`src/rtl/fetch_pkg.sv`:
```
// rtl/fetch_pkg.sv - fetch FSM state encoding and instruction field positions
package fetch_pkg;

    typedef enum logic [2:0] {
        REQ  = 3'd0,
        WAIT = 3'd1,
        LOAD = 3'd2,
        HOLD = 3'd3,
        TRAP = 3'd4
    } fetchState_t;

    localparam int OPC_HI   = 31;
    localparam int OPC_LO   = 26;
    localparam int RS_HI    = 25;
    localparam int RS_LO    = 21;
    localparam int RT_HI    = 20;
    localparam int RT_LO    = 16;
    localparam int IMM_HI   = 15;
    localparam int IMM_LO   = 0;
    localparam int FUNCT_HI = 5;
    localparam int FUNCT_LO = 0;

endpackage

```
`src/rtl/fetch_ir.sv`:
```
// rtl/fetch_ir.sv - load-enabled instruction register with field slicing
module fetch_ir
    import fetch_pkg::*;
#(
    parameter int INSTR_W = 32
) (
    input  logic               clock,
    input  logic               res,
    input  logic               loadEn,
    input  logic [INSTR_W-1:0] loadData,
    output logic [INSTR_W-1:0] instr,
    output logic [5:0]         opcode,
    output logic [4:0]         rs,
    output logic [4:0]         rt,
    output logic [15:0]        imm,
    output logic [5:0]         funct
);

    logic [INSTR_W-1:0] irReg;

    always_ff @(posedge clock) begin
        if (res) begin
            irReg <= '0;
        end else if (loadEn) begin
            irReg <= loadData;
        end
    end

    assign instr  = irReg;
    assign opcode = irReg[OPC_HI:OPC_LO];
    assign rs     = irReg[RS_HI:RS_LO];
    assign rt     = irReg[RT_HI:RT_LO];
    assign imm    = irReg[IMM_HI:IMM_LO];
    assign funct  = irReg[FUNCT_HI:FUNCT_LO];

endmodule

```
`src/rtl/multicycle_fetch_unit.sv`:
```
// rtl/multicycle_fetch_unit.sv - PC, latency-tolerant fetch FSM and IR handshake
// Optional misaligned-redirect trap: FETCH_MISALIGN_TRAP_EN
module multicycle_fetch_unit
    import fetch_pkg::*;
#(
    parameter int                ADDR_W      = 32,
    parameter int                INSTR_W     = 32,
    parameter int                MEM_LATENCY = 1,
    parameter logic [ADDR_W-1:0] RESET_PC    = '0,
    parameter int                PC_STEP     = 4
) (
    input  logic               clock,
    input  logic               res,
    output logic [ADDR_W-1:0]  mem_addr,
    output logic               mem_rd,
    input  logic [INSTR_W-1:0] mem_rdata,
    input  logic               redirect_valid,
    input  logic [ADDR_W-1:0]  redirect_pc,
    output logic               instr_valid,
    input  logic               instr_ready,
    output logic [INSTR_W-1:0] instr,
    output logic [5:0]         opcode,
    output logic [4:0]         rs,
    output logic [4:0]         rt,
    output logic [15:0]        imm,
    output logic [5:0]         funct,
    output logic [ADDR_W-1:0]  pc,
`ifdef FETCH_MISALIGN_TRAP_EN
    output logic               fetch_trap,
`endif
    output logic [2:0]         state
);

    localparam int CNT_W = (MEM_LATENCY > 2) ? $clog2(MEM_LATENCY) : 1;
    localparam logic [CNT_W-1:0] WAIT_LAST = CNT_W'((MEM_LATENCY > 1) ? MEM_LATENCY - 2 : 0);

    fetchState_t       curState, nextState;
    logic [ADDR_W-1:0] pcReg, nextPc;
    logic [CNT_W-1:0]  waitCnt;
    logic              irLoad;

    always_ff @(posedge clock) begin
        if (res) begin
            curState <= REQ;
            pcReg    <= RESET_PC;
            waitCnt  <= '0;
        end else begin
            curState <= nextState;
            pcReg    <= nextPc;
            waitCnt  <= (curState == WAIT && nextState == WAIT) ? waitCnt + 1'b1 : '0;
        end
    end

    always_comb begin
        nextState = curState;
        nextPc    = pcReg;
        irLoad    = 1'b0;
        case (curState)
            REQ:  nextState = (MEM_LATENCY == 1) ? LOAD : WAIT;
            WAIT: if (waitCnt == WAIT_LAST) nextState = LOAD;
            LOAD: begin
                nextState = HOLD;
                irLoad    = 1'b1;
            end
            HOLD: if (instr_ready) begin
                nextState = REQ;
                nextPc    = pcReg + ADDR_W'(PC_STEP);
            end
            TRAP: nextState = TRAP;
            default: nextState = REQ;
        endcase
        // A redirect beats every in-flight action, including the HOLD handoff and the IR load.
        if (redirect_valid && curState != TRAP) begin
            irLoad = 1'b0;
`ifdef FETCH_MISALIGN_TRAP_EN
            nextPc    = redirect_pc;
            nextState = (redirect_pc[1:0] != 2'b00) ? TRAP : REQ;
`else
            nextPc    = redirect_pc & ~ADDR_W'(3);
            nextState = REQ;
`endif
        end
    end

    fetch_ir #(.INSTR_W(INSTR_W)) u_ir (
        .clock   (clock),
        .res     (res),
        .loadEn  (irLoad),
        .loadData(mem_rdata),
        .instr   (instr),
        .opcode  (opcode),
        .rs      (rs),
        .rt      (rt),
        .imm     (imm),
        .funct   (funct)
    );

    assign mem_addr    = pcReg;
    assign mem_rd      = !res && (curState == REQ || curState == WAIT || curState == LOAD);
    assign instr_valid = (curState == HOLD);
    assign pc          = pcReg;
    assign state       = curState;
`ifdef FETCH_MISALIGN_TRAP_EN
    assign fetch_trap  = (curState == TRAP);
`endif

endmodule
```
`config.mk`:
```
export PLATFORM = sky130hd
export DESIGN_NAME = multicycle_fetch_unit
export DESIGN_NICKNAME = d
export VERILOG_FILES = /design/src/rtl/fetch_pkg.sv /design/src/rtl/fetch_ir.sv /design/src/rtl/multicycle_fetch_unit.sv
export SDC_FILE = /design/constraint.sdc
export NUM_CORES = 1
export LEC_CHECK = 0
export BUFFER_PORTS_ARGS = -buffer_cell sky130_fd_sc_hd__buf_2
export CORE_AREA = 2 2 73 127
export CTS_CLUSTER_SIZE = 14
export DETAILED_ROUTE_END_ITERATION = 10
export DIE_AREA = 0 0 75 129
export GPL_TIMING_DRIVEN = 1
export PLACE_DENSITY = 0.83
export SLEW_MARGIN = 20
export SYNTH_ARGS = -nofsm -noshare
export SYNTH_HDL_FRONTEND = slang
export SYNTH_HIERARCHICAL = 1
export SYNTH_SLANG_ARGS = --single-unit
```
`constraint.sdc`:
```
create_clock -name clock -period 6.2 [get_ports clock]
set_input_delay 1.55 -clock clock [delete_from_list [all_inputs] [get_ports clock]]
set_output_delay 1.55 -clock clock [all_outputs]
set_load 0.03 [all_outputs]
```
## Word level (Yosys, flattened, before mapping)

Cells that the tools add are included.
Widths: inputs -> output; s select.

- $add $sub $neg: 2
- Eq/ne operators: 6
- Mux-type cells: 9
- Bitwise gates (word level): 1
- Reduce and logical (&&, ||, !) cells: 13

Operators by type and width:

| kind | number |
|---|---|
| $mux 32 | 3 |
| $add 32x3->32 const B | 1 |
| $pmux 3 s5 | 1 |
| $mux 3 | 3 |
| $eq 3x1->1 const B | 2 |
| $eq 3x2->1 const B | 2 |
| $reduce_and 2->1 | 2 |
| $reduce_bool 2->1 | 2 |
| $reduce_or 2->1 | 2 |
| $eq 3x3->1 const B | 1 |
| $logic_and 1x1->1 | 3 |
| $logic_not 3->1 | 1 |
| $ne 3x3->1 const B | 1 |
| $logic_or 1x1->1 | 2 |
| $mux 1 | 2 |
| $add 1x1->1 const B | 1 |
| $logic_not 1->1 | 1 |
| $not 1->1 | 1 |

- Bits in registers: 68

## Longest topological paths before layout

Gate-level depths: netlist of the first run.

- Depth after elaboration: 7
- Gate-level depth with buffers: 8
- Depth with buffers taken out: 5

## Cells and area by module

The synthesis of the first run kept the hierarchy.

Modules (own cells, without submodules):

| module | times used | cells each | area each (um^2) | sequential area each (um^2) |
|---|---|---|---|---|
| multicycle_fetch_unit | 1 | 299 | 2348.5 | 680.7 |
| fetch_ir | 1 | 141 | 1448.9 | 640.6 |

## Least setup slack after synthesis of the first run

OpenSTA, ideal clock, no wires.

- Path kind: input -> output
- Start point: in res
- End point: out mem_rd
- Arrival time: 2.673 ns
- Setup slack: 1.977 ns
- Stages: 3
- Buffers on the path: 2
- Path through: clkbuf_1 -> buf_1 -> a211oi_1

- Longest elaborated chain between the ends: 2

RTL lines:

| what | line | text |
|---|---|---|
| start, declared | multicycle_fetch_unit.sv:13 | `input logic res,` |
| $logic_not 1->1 | multicycle_fetch_unit.sv:99 | `assign mem_rd = !res && (curState == REQ \|\| curState == WAIT \|\| curState == LOAD);` |
| $logic_and 1x1->1 | multicycle_fetch_unit.sv:99 |  |
| end, declared | multicycle_fetch_unit.sv:15 | `output logic mem_rd,` |

Every way passes these cells.

## Worst setup path after layout of the first run

Ends and elaborated chain as after synthesis.

==> impl_summary.md, run 1 <==
Floorplanning
The area enclosed by the die boundary is 0.009675 mm2. Once the floorplan was initialized, standard cells occupied 44.08% of the core. The die span in x is 75 um. Row generation in the floorplan step produced 45 rows.

In this run the vertical extent of the chip is 129 um. In this run the standard cell core region covers 0.008615 mm2. The top-level port count is 207.

GRT
The number of antenna violations at the first check in global routing came to 0. After global routing the overflow that remains totals 0. The via count of the first global-routing pass is 3148. Global routing used 20.05% of the available tracks.

Entering global routing, the biggest net connects 71 pins. The first global-routing pass estimated 14980 um of wire.

Routing
The first-pass detailed-route iteration total is 4. In this run, the number of DRC markers left after iteration 0 of detailed routing was 173. The final antenna-violating net count is 0. After detailed routing, the number of remaining DRC violations is 0. The total wire length is 10150 um.

In the final routed layout, each cell accounts on average for 14.95 um. The average via count per standard cell is 5.237. The via total after detailed routing is 3556.

Power and ir drop
The leakage power is 2.175 nW. Per report_power, the combinational group accounts for 18.0% of the total. The total power density per cell area is 268.9 mW/mm2.

The maximum vdd ir drop is 0.1392 mV. The switching component of the power is 0.3507 mW. The internal power of the cells totals 0.8883 mW. Net switching is 28.31% of the power. Of the total power, registers draw 38.4%. In this run, the clock network consumes 43.6% of the power.

Yosys
The distinct cell type count of the synthesized netlist is 56. The register area share after synthesis is 34.79%. The async set-or-reset flop fraction in the synthesized netlist is 0%. The dominant register cell in the synthesized netlist is dfxtp_1.

The synthesized design contains 0 enable-type register cells. The number of register bits inferred by synthesis is 66. Yosys printed 6 warnings. Yosys instantiated no cell more often than buf_4. The cell count after synthesis came out at 440. After synthesis, the mean cell area works out to 8.630 um2.

Summed over its instances, the top area cell type makes up 34.79% of the synthesized netlist area. The cell type with the largest total area after synthesis is dfxtp_1. The post-synth design cell area is 0.003797 mm2. Ranked by instance count, the synthesized netlist is headed by buf_4, dfxtp_1, nor2_1, mux2i_1, nand3_1. By area the synthesized netlist is led by dfxtp_1, buf_4, mux2i_1.

Clocking
TritonCTS built the clock tree. The worst-skew pair later-pin latency is 0.32 ns. The TritonCTS buffer count is 9. After clock tree synthesis, the flow added hold-fix buffers numbering 0. The CTS clock-pin slew for the worst setup and hold paths is 0.05 ns. The buffer type at the clock tree root is clkbuf_16. The clock passes through at most 2 buffers. The count of buffers added by post-CTS timing repair for setup is 0. The clock drives 66 sinks.

In this run, post-CTS repair resized a total of 0 instances. The H-tree depth reported by CTS is 3.

Place
The congestion estimate from routability-driven global placement came to 0.8115. The count of buffers inserted at the top-level ports is 200. OpenSTA, run right after detailed placement, puts the worst setup slack at 2.508 ns. The sum of net half-perimeters after detailed placement is 7480 um. The number of cells in the design after placement is 664.

Timing
The number of hold-slack violations in the final timing report was 0. The clock arrives with 0.006425 ns of skew. In the post-route analysis, the smallest setup slack over all paths is 2.525 ns. Timing would allow up to 0.2721 GHz. The final max-slew violation count was 0. The final period demand of the worst path is 3.675 ns. The slew at the pin closest to its max-slew limit is 0.8640 ns.

The setup TNS is 0 ns. Setup repair after global routing left no endpoint under its margin. The smallest hold slack is 0.5025 ns. The final-report setup violation count is 0.

The share of the clock period used by the worst path is 59.27%. The relative slew slack is 42.40%.

Worst setup path
The destination of the critical timing path is mem_rd. Of all nets on the critical path, the largest fanout is 3. The worst reg-to-reg setup slack is 3.83 ns. For the worst flop-to-flop path, the logic depth is 4. For the worst setup path, the data required time is 4.65 ns. The critical path is of the input port to output pin type. The critical path data arrival time is 2.12 ns.

The kind of launch point of the worst setup path is an input port. The launching point of the worst reg2reg path is state[0]. The critical path launch point is res. The worst register-to-register path ends at mem_addr[18]. The critical path capture point type is an output pin.

Cells and area
For this run, the post-layout net count is 627. Cells with a size suffix above 1 make up 40.04% of the layout. The synthesis-to-layout area growth is 21.32%.

Summing all multi-input logic gate instances after layout gives 0.001747 mm2. Counting the fill cells in the layout gives 831. The final standard cell utilization of the core is 53.48%. The storage element area is 0.001321 mm2. The number of antenna cells inserted is 0. The count of cells in the finished layout, fillers not included, comes to 679.

Outcome
The flow ran to the end, and the final reports show no timing, DRC or antenna violations.

Worst hold path
The class of the tightest hold or removal check is flip-flop to flip-flop.

Flow run
Across the run, the number of max-cap violations was 0.
==> worst max-delay path, stage by stage <==
cell,delay (ns)
buf_2,0.12
a211oi_1,0.20
buf_2,0.25
==> cell usage in the layout, fill, tap and decap left out, types with 9 or more instances in the layout <==
cell	Yosys	routed
buf_2	2	200
dfxtp_1	66	66
nor2_1	63	63
mux2i_1	32	32
nand3_1	23	23
nand4_1	18	18
nand2_1	16	16
a211oi_1	15	15
inv_1	10	10
clkbuf_16	0	9
==> layout make-up <==
cell class,instances,area share [%]
multi-input cells,266,37.91
well taps,117,3.178
inverters,11,0.8963
flip-flops and latches,66,28.68
clock buffers,13,5.649
repair buffers,204,22.38
clock inverters,2,1.304
==> metrics by stage <==
step | cell area (um2) | total power, mW
after floorplan | 3812 | 0.6633
after global placement | 4280 | 0.7024
after detailed placement | 4280 | 0.7077
after CTS | 4601 | 1.252
after global routing | 4607 | 1.289
final | 4607 | 1.239
==> per-layer routing <==
layer,GRT usage (%),share of wire (%)
met1,22.91,41
met2,34.88,52
met3,4.464,5.7
met4,8.298,1.2
met5,0,0
==> power groups by stage <==
stage / Sequential (mW) / Combinational [mW] / Clock (mW)
after detailed placement: 0.484 / 0.223 / 0
after CTS: 0.476 / 0.224 / 0.553
after global placement: 0.482 / 0.220 / 0
after global routing: 0.479 / 0.238 / 0.572
final: 0.476 / 0.223 / 0.540
after floorplan: 0.518 / 0.145 / 0
==> kinds of logic after synthesis <==
group	after synthesis	share of synthesized area (%)
xor+xnor	9	2.076
other cells	1	0.09875
simple gates	165	22.47
flops	66	34.79
buf+inv	112	20.10
mux	33	8.732
compound gates	53	11.40
fa+ha+maj	1	0.3294
==> sequential cells by signal, summed over array words and instances, names as in the netlist <==
name,count
state,3
u_ir/instr,32
waitCnt,1
mem_addr,30
==> worst min-delay path by stage <==
stage / start / endpoint / slack, ns / depth (start not counted)
after global routing: u_ir/instr[15] / u_ir/instr[15] / 0.53 / 2
final: u_ir/instr[12] / u_ir/instr[12] / 0.50 / 2
after floorplan: waitCnt / state[0] / 0.51 / 2
after global placement: u_ir/instr[17] / u_ir/instr[17] / 0.49 / 2
after CTS: u_ir/instr[12] / u_ir/instr[12] / 0.51 / 2
after detailed placement: u_ir/instr[12] / u_ir/instr[12] / 0.50 / 2
Note: power is estimated with default switching activity, not from simulation.
==> run 2, diff against run 1 <==
--- a/config.mk
+++ b/config.mk
@@ -5,13 +5,14 @@
 export SDC_FILE = /design/constraint.sdc
 export NUM_CORES = 1
 export LEC_CHECK = 0
+export ABC_AREA = 1
 export BUFFER_PORTS_ARGS = -buffer_cell sky130_fd_sc_hd__buf_2
-export CORE_AREA = 2 2 73 127
+export CORE_AREA = 2 2 79 138
 export CTS_CLUSTER_SIZE = 14
 export DETAILED_ROUTE_END_ITERATION = 10
-export DIE_AREA = 0 0 75 129
+export DIE_AREA = 0 0 81 140
 export GPL_TIMING_DRIVEN = 1
-export PLACE_DENSITY = 0.83
+export PLACE_DENSITY = 0.81
 export SLEW_MARGIN = 20
 export SYNTH_ARGS = -nofsm -noshare
 export SYNTH_HDL_FRONTEND = slang
==> constraint.sdc (replaced) <==
create_clock -name clock -period 3.1 [get_ports clock]
set_input_delay 0.775 -clock clock [delete_from_list [all_inputs] [get_ports clock]]
set_output_delay 0.775 -clock clock [all_outputs]
set_load 0.03 [all_outputs]
==> run 2 against run 1 <==
  * Routed wire length increased by 14%
  * Clock power up 81%
  * Worst hold slack worse by 0.027 ns
  * Synthesized cell count grew 57%
  * Highest routed layer unchanged
  * Clock-buffer cell count stayed put
  * First-iteration DRC count shrank 4.0%
==> impl_summary.md, run 2 <==
Yosys
The async set-or-reset flop fraction in the synthesized netlist is 0%. The synthesized design contains 0 enable-type register cells. The mapped netlist covers 0.004297 mm2. The register area share after synthesis is 30.75%. Ranked by instance count, the synthesized netlist is headed by nand2_1, nor2_1, buf_4, inv_1, dfxtp_1. Yosys attributes the largest share of cell area to dfxtp_1, nand2_1, buf_4. Of the post-synthesis cell area, the dominant cell type holds 30.75%. In this run, synthesis produced a sequential element count of 66. Synthesis produced 692 cells.

The distinct cell type count of the synthesized netlist is 34. For this run, the number of Yosys warnings is 6. Among all flip-flop cells after synthesis, the most frequent one is dfxtp_1. The most frequent cell after synthesis is nand2_1. The largest total area in the synthesized netlist belongs to dfxtp_1.

The mean area per synthesized cell is 6.209 um2.

GRT
The first global-routing pass estimated 17760 um of wire. The largest net degree at the start of global routing is 65. The global-route congestion overflow total is 0. The via count of the first global-routing pass is 3871. The number of antenna violations at the first check in global routing is 0. Across every metal layer, demand over resource in global routing totals 20.09%.

Floorplanning
The top-level port count is 207. The standard cell core area is 0.01018 mm2. The vertical die dimension is 140 um. In this run the horizontal extent of the chip is 81 um. The initial cell density of the core is 42.22%.

In this run the core area contains 49 standard-cell rows. The area enclosed by the die boundary is 0.01134 mm2.

Clocking
The cell sitting at the root of the clock tree is a clkbuf_16. The worst-skew pair later-pin latency is 0.33 ns. The count of hold buffers inserted by post-cts repair is 0.

The CTS tree is yes. In this run the post-CTS setup repair buffer count came out at 0. The TritonCTS buffer count is 9. In this run, post-CTS repair resized a total of 0 instances. After clock tree synthesis, the clock-pin slew on the worst setup and hold paths is 0.05 ns.

In this run the number of H-tree levels came out at 3. The clock tree buffer depth is 2. The clock sink count is 66.

Timing
The largest clock skew in the final design is 0.006945 ns. The final worst slack is 0.8602 ns. The slew at the pin closest to its max-slew limit is 0.7659 ns. The upper clock frequency limit is 0.4465 GHz. The worst path needs 2.240 ns of the cycle, external delays included. In the final timing run, aggregate negative setup slack is 0 ns.

In the finished design, the share of the clock period the worst path needs comes to 72.25%. The final max-slew violation count is 0. Setup violations remaining at the end of the flow were counted as 0. On the final layout, the worst hold slack is 0.4753 ns.

The number of hold-slack violations in the final timing report is 0. Setup repair after global routing left no endpoint under its margin. The relative slew slack is 48.66%.

Routing
Dividing the detail-routed wire length by the instance count gives 12.23 um. The DRC violations left is 0. Wires add up to 11600 um. Using the TritonRoute via totals, the vias-per-cell ratio works out to 4.730. The first-pass detailed-route iteration total is 5. The count of nets left with antenna violations once routing finished came out at 0.

After the first detailed-routing iteration, the DRC count stood at 166. The via total after detailed routing is 4484.

Worst hold path
The class of the tightest hold or removal check is flip-flop to flip-flop.

Cells and area
In the layout the commonest cells are buf_2, nand2_1, nor2_1. The layout has 1050 filler cells. The leading cell type in the layout, fill and taps excluded is buf_2.

The proportion of layout cells with a drive suffix above 1 is 28.38%. Once layout is done, the placed cells without fillers occupy 0.005074 mm2. The net count of the finished layout is 885.

The number of antenna diodes in the final layout is 0. Compared with the post-synthesis result, the final layout area differs by 18.08%. The number of flip-flops under the largest register name is 32.

Flow run
Max-cap violations in this run came to 0.

Power and ir drop
The maximum vdd ir drop is 0.2804 mV. The leakage power is 2.687 nW. The total power draw is 2.468 mW. Dividing total power by cell area gives a power density of 486.4 mW/mm2.

Worst setup path
The slowest stage of the critical path belongs to the cell buf_4. The worst setup path is launched from an input port. Traced cell by cell, the critical path runs through buf_2 -> inv_1 -> buf_4 -> nand3_1 -> inv_1 -> buf_2. The peak per-stage delay on the critical path is 0.20 ns.

The critical path in this run is classified as input port to output pin. The critical path contains buffers and inverters numbering 5 combined. The family of cells with the greatest summed delay on the critical path is buffers and inverters. The critical path capture point type is an output pin.

STA puts the critical path data required time at 2.32 ns. The peak fanout along the critical path is 14. STA puts the critical path data arrival time at 1.46 ns.

Outcome
The run finished with clean final reports.

Place
Routability-driven placement finished with a final weighted congestion of 0.9472. After detailed placement, the total cell area comes to 0.004793 mm2. The count of buffers inserted at the top-level ports is 200.

At the placement stage, the worst setup path has a slack of 0.8341 ns. The sum of net half-perimeters after detailed placement is 8702 um.
-- run 2: cell count changes after synthesis, sizes merged, moves of 8 or more --
| cell | delta |
|---|---|
| nand3 | +25 |
| buf | +8 |
| nand2 | +176 |
| clkbuf | -13 |
| mux2i | -32 |
| a21oi | +15 |
| a211oi | -13 |
| a311oi | -8 |
| nor2 | +78 |
| nand4 | -15 |
| inv | +66 |
| o21ai | +17 |
| nor4 | -9 |
-- run 2: layout make-up --
cell class	instances	area, um2	share of cell area [%]
multi-input cells	458	1989	39.21
flip-flops and latches	66	1321	26.04
repair buffers	205	1039	20.47
inverters	76	285.3	5.623
clock buffers	13	240.2	4.735
well taps	127	158.9	3.132
clock inverters	3	40.04	0.7891
-- run 2: final timing paths --
check / start / to / slack, ns / depth (start not counted)
worst min-delay path: u_ir/instr[16] / u_ir/instr[16] / 0.48 / 2
worst max-delay path: res / mem_rd / 0.86 / 6
worst max register to register: state[2] / mem_addr[12] / 1.11 / 6
worst min register to register: u_ir/instr[16] / u_ir/instr[16] / 0.48 / 2
-- run 2: logic make-up after synthesis --
group                      count (synthesis)  share of synthesized area, %
buffers and inverters                    172                         23.47
other                                      1                       0.08728
xor gates and xnor gates                   3                        0.6116
DFF                                       66                         30.75
and+or+nand+nor                          398                         38.09
adders and majority gates                  1                        0.2912
AOI/OAI and AO/OA                         51                         6.698
-- run 2: where the power goes --
group	switching (mW)	internal [mW]	total (mW)
Clock	0.356	0.620	0.976
Combinational	0.372	0.160	0.532
Sequential	0.0602	0.899	0.959
Total	0.788	1.68	2.47
-- run 2: worst reg2reg max path, stage by stage, from the launching register on --
cell     delay, ns
dfxtp_1       0.47
nand2_1       0.13
nand2_2       0.16
buf_4         0.41
inv_2         0.30
nor4_1        0.33
nor3_1        0.08
-- run 2: metrics by stage --
stage	util [%]	std cells
finish	49.85	948
detailed placement	47.10	932
global route	49.85	948
floorplan	-	696
global placement	47.10	932
CTS	49.85	948
-- run 2: per-layer routing --
metal  share of wire, %  vias to the layer above  global-route usage, %
met5                  0                        -                      0
met1                 36                     1935                  20.24
met4                4.1                        0                  13.02
met2                 52                      217                  36.15
li1                   -                     2299                      -
met3                7.6                       33                  3.866
